$ cat config.mk
export PLATFORM = sky130hd
export DESIGN_NAME = song_recorder
export DESIGN_NICKNAME = d
export VERILOG_FILES = /design/src/rtl/song_recorder.sv
export SDC_FILE = /design/constraint.sdc
export NUM_CORES = 1
export LEC_CHECK = 0
export CORE_UTILIZATION = 30
export DETAILED_ROUTE_END_ITERATION = 6
export PLACE_DENSITY = 0.59
export SETUP_SLACK_MARGIN = 0.02
export SYNTH_ARGS = -nofsm -noshare
export SYNTH_HDL_FRONTEND = slang
export SYNTH_SLANG_ARGS = --single-unit
$ cat constraint.sdc
create_clock -name clk -period 2.9 [get_ports clk]
set_clock_uncertainty 0.2 [all_clocks]
set_input_delay 0.58 -clock clk [delete_from_list [all_inputs] [get_ports clk]]
set_output_delay 0.58 -clock clk [all_outputs]
set_load 0.05 [all_outputs]
$ cat src/rtl/song_recorder.sv
// song_recorder: captures key press/release timing as {note,duration} entries into song RAM
module song_recorder #(
  parameter int ADDR_W  = 5,
  parameter int MAX_DUR = 63
) (
  input  logic                clk,
  input  logic                reset,
  input  logic                record_button,
  input  logic [1:0]          song,
  input  logic                key_down,
  input  logic                key_up,
  input  logic [5:0]          key_note,
  input  logic                beat,
  output logic                wr_en,
  output logic [ADDR_W+1:0]   wr_addr,
  output logic [11:0]         wr_data,
  output logic                recording,
  output logic                rec_done
);
  typedef enum logic [2:0] {IDLE, ARMED, HOLD, REST, STOP_CLOSE, STOP_MARK} state_t;
  localparam logic [5:0] MAXD = 6'(MAX_DUR);
  localparam logic [ADDR_W-1:0] LAST_DATA = {{(ADDR_W-1){1'b1}}, 1'b0};
  state_t              state_q, state_d;
  logic [1:0]          song_q, song_d;
  logic [ADDR_W-1:0]   index_q, index_d;
  logic [5:0]          dur_q, dur_d, note_q, note_d, cnt;
  logic                wr_en_q, wr_en_d, rec_done_q, rec_done_d;
  logic [ADDR_W+1:0]   wr_addr_q, wr_addr_d;
  logic [11:0]         wr_data_q, wr_data_d, wdata;
  logic                we, marker, kd, close;
  assign kd = key_down && (key_note != 6'd0);
  assign cnt = (beat && dur_q != MAXD) ? dur_q + 6'd1 : dur_q;
  assign close = kd || (key_up && state_q == HOLD);
  assign wr_en = wr_en_q;
  assign wr_addr = wr_addr_q;
  assign wr_data = wr_data_q;
  assign rec_done = rec_done_q;
  assign recording = state_q != IDLE;
  // Next-state: a beat is counted before any same-cycle close; note_q is zero while resting
  always_comb begin
    state_d = state_q;
    song_d  = song_q;
    index_d = index_q;
    dur_d   = dur_q;
    note_d  = note_q;
    we      = 1'b0;
    marker  = 1'b0;
    wdata   = {note_q, dur_q};
    case (state_q)
      IDLE: if (record_button) begin
        song_d  = song;
        index_d = '0;
        dur_d   = '0;
        state_d = ARMED;
      end
      ARMED: if (record_button) state_d = STOP_CLOSE;
      else if (kd) begin
        note_d  = key_note;
        dur_d   = '0;
        state_d = HOLD;
      end
      HOLD, REST: if (record_button) begin
        dur_d   = cnt;
        state_d = STOP_CLOSE;
      end else if (close) begin
        we      = cnt != 6'd0;
        wdata   = {note_q, cnt};
        dur_d   = '0;
        note_d  = kd ? key_note : 6'd0;
        state_d = kd ? HOLD : REST;
      end else if (beat && dur_q == MAXD) begin
        we    = 1'b1;
        wdata = {note_q, MAXD};
        dur_d = 6'd1;
      end else dur_d = cnt;
      STOP_CLOSE: begin
        we      = dur_q != 6'd0;
        state_d = STOP_MARK;
      end
      STOP_MARK: begin
        we      = 1'b1;
        marker  = 1'b1;
        wdata   = '0;
        state_d = IDLE;
      end
      default: state_d = IDLE;
    endcase
    if (we && !marker) index_d = index_q + 1'b1;
    if (we && index_q == LAST_DATA && (state_q == HOLD || state_q == REST)) state_d = STOP_MARK;
    wr_en_d    = we;
    wr_addr_d  = we ? {song_q, index_q} : '0;
    wr_data_d  = we ? wdata : '0;
    rec_done_d = marker;
  end
  // State and registered write port, cleared asynchronously
  always_ff @(posedge clk or posedge reset) begin
    if (reset) begin
      state_q    <= IDLE;
      song_q     <= '0;
      index_q    <= '0;
      dur_q      <= '0;
      note_q     <= '0;
      wr_en_q    <= 1'b0;
      wr_addr_q  <= '0;
      wr_data_q  <= '0;
      rec_done_q <= 1'b0;
    end else begin
      state_q    <= state_d;
      song_q     <= song_d;
      index_q    <= index_d;
      dur_q      <= dur_d;
      note_q     <= note_d;
      wr_en_q    <= wr_en_d;
      wr_addr_q  <= wr_addr_d;
      wr_data_q  <= wr_data_d;
      rec_done_q <= rec_done_d;
    end
  end
endmodule

==> metrics <==
status=finished, final reports clean; filler instances=roughly 740; CTS resizes=0; fin cells=407; Die W=between 90 and 100 µm; io pins=36; Max-slew headroom=0.5632; Initial Util=0.3166; Yosys warnings=0; row cnt=31; top_reg_cell synth=dfrtp_1; Synth Cell Area=between 2000 and 2500 µm²; Final Max Slew Viols=0; antenna cells=0; drt first-iter violations=115; DRT Wirelength=roughly 5800 µm; internal power=1.372 mW; Synth-to-Final Area Change=33.46%; initial antenna violation count=0; H-Tree Depth=2; cells after synthesis=between 200 and 250; first-pass GRT wire length=approximately 9900 µm; Worst R2R Start=dur_q[1]; Sw Ratio=0.3949; DIE AREA=~8100 µm²; Pre-antenna DRT Iters=4; Post-DP HPWL=roughly 4300 µm; Final setup viols=0; most frequent cells in the layout=dfrtp_1, clkdlybuf4s50_1, nand2_1; final hold violation count=0; die height=around 90 µm; placed instance count=between 300 and 400; Setup Fix Bufs, Post-CTS=0; syn nets=between 200 and 300; Vias/cell=4.946; Avg Inst Size Synth=between 9 and 10 µm²; Root Buffer=clkbuf_8; Net Sw Power=approximately 900 µW; IO buf count=35; commonest non-fill, non-tap cell in the layout=dfrtp_1; global route total overflow=0; vias in the first global route=around 2000; DRC Markers=0; Crit path required time=around 2.9 ns; Worst-path clk slew=approximately 0.08 ns; critical path capture point type=flip-flop; cts bufs inserted=5; ANT nets after route=0; maximum operating frequency=0.3620 GHz; Final nets=roughly 330; fraction of the cycle the final worst path needs=0.9526; Yosys reg bits=43; largest net degree at the start of global routing=28; CP Class=input pin to flip-flop; synth unique cells=57; HP Start=song_q[0]; Leakage=about 1.4 nW; layout cells sized above 1=0.1461; GPL Wtd Cong=approximately 0.86; Core Region=7370 µm²; Reg power frac=0.353; vias=between 2000 and 2500; Gate power share=0.438; Setup TNS=0 ns; Tmin final=2.763 ns; CTS tree=yes; Worst Setup Start Kind=input pin; sequential cell area fraction in the yosys report=0.4611; Clock Sink Count=between 40 and 50; Worst Path Max Fanout=8; Crit. Startpoint=key_note[3]; CTS Hold Bufs=0; # Max-Cap Violations=0; worst skew pair latency=0.30 ns; WL/cell=14.14 µm; Slew @ Worst Pin=0.6512 ns; Critical Path AT=around 2.7 ns; Hold Path Class=flip-flop to flip-flop; Power per Cell Area=between 700 and 800 nW/µm²; Peak VDD IR=432.1 µV; RSZ-0062 raised after global routing=false; Post-synth EDFFs=0; maximum root-to-sink buffer count=2; GRT Util Overall=0.1517; Clk pwr share=0.209; ys async rst share=1.000
[cell type report]
| type | instances | area (µm²) | share of cell area |
|---|---|---|---|
| multi-input cells | 179 | 1144 | 0.3672 |
| flip-flops and latches | 43 | 1076 | 0.3455 |
| repair buffers | 64 | 605.6 | 0.1945 |
| well taps | 99 | 123.9 | 0.03978 |
| clock buffers | 5 | 68.82 | 0.02210 |
| inverters | 14 | 52.55 | 0.01687 |
| clock inverters | 3 | 43.79 | 0.01406 |
[sequential cells by signal, indices dropped and copies added (netlist names)]
name and cells:
dur_q 6, wr_addr 7, song_q 2, state_q 3
index_q 5, wr_en 1, rec_done 1, wr_data 12
note_q 6
[cell families after synthesis]
family          synth area share
flops                     0.4611
fa+ha+maj                0.03217
compound gates            0.2295
simple gates              0.1952
xor+xnor                 0.01502
buf+inv                  0.04879
mux                      0.01823
[power groups by stage]
| stage | Clock [mW] | Sequential (mW) | Combinational [mW] |
|---|---|---|---|
| global route | 0.510 | 0.822 | 1.10 |
| detailed placement | 0 | 0.814 | 0.994 |
| finish | 0.475 | 0.801 | 0.993 |
| floorplan | 0 | 0.878 | 0.581 |
| global placement | 0 | 0.809 | 0.983 |
| CTS | 0.491 | 0.801 | 0.999 |
[layer usage]
metal	GRT usage	routed length, µm	vias up
met5	0	0	-
met4	0.04973	78	0
met3	0.02453	135	6
met2	0.2443	2781	33
met1	0.2069	2757	954
li1	-	-	1020
[path summary, 6_finish.rpt]
check | slack [ns] | cells after the start | endpoint
hold / removal | 0.28 | 1 | wr_addr[5]
setup / recovery | 0.14 | 7 | dur_q[0]
setup reg to reg | 0.26 | 8 | index_q[0]
max in group asynchronous | 1.61 | 3 | wr_data[7]
hold reg to reg | 0.28 | 1 | wr_addr[5]
min in group asynchronous | 0.38 | 2 | dur_q[1]
[critical path, cell delays in order]
cell             delay (ns)
clkdlybuf4s50_1        0.44
or4_1                  0.57
o311ai_0               0.38
or2_2                  0.20
a31oi_1                0.23
a31oi_1                0.26
a21oi_1                0.05
[cells in the mapped netlist, types with 3 or more instances]
cell type / number / share of area
o21ai_0: 20 / 0.043
inv_1: 14 / 0.023
nor2b_1: 3 / 0.0080
a21oi_1: 11 / 0.024
clkbuf_1: 6 / 0.0097
a311o_1: 3 / 0.013
buf_2: 4 / 0.0086
o211a_1: 3 / 0.013
a22o_1: 3 / 0.011
and2_1: 6 / 0.016
nand2_1: 29 / 0.047
nor3_1: 8 / 0.017
o22ai_1: 3 / 0.0080
ha_1: 6 / 0.032
dfrtp_1: 43 / 0.46
and3_1: 7 / 0.019
nand3_1: 11 / 0.024
nor2_1: 14 / 0.023
a31oi_1: 5 / 0.013
[per-stage QoR]
step,setup WS [ns],util,power (mW),area (µm²),hold slack [ns]
after floorplan,0.4128,-,1.459,2333,0.2418
after global placement,-0.1445,0.4073,1.792,3002,0.2519
after detailed placement,-0.1581,0.4073,1.807,3002,0.2580
after CTS,0.1560,0.4226,2.291,3114,0.2795
after global routing,0.03248,0.4226,2.431,3114,0.3030
final,0.1375,0.4226,2.268,3114,0.2760
Note: power is estimated with default switching activity, not from simulation.
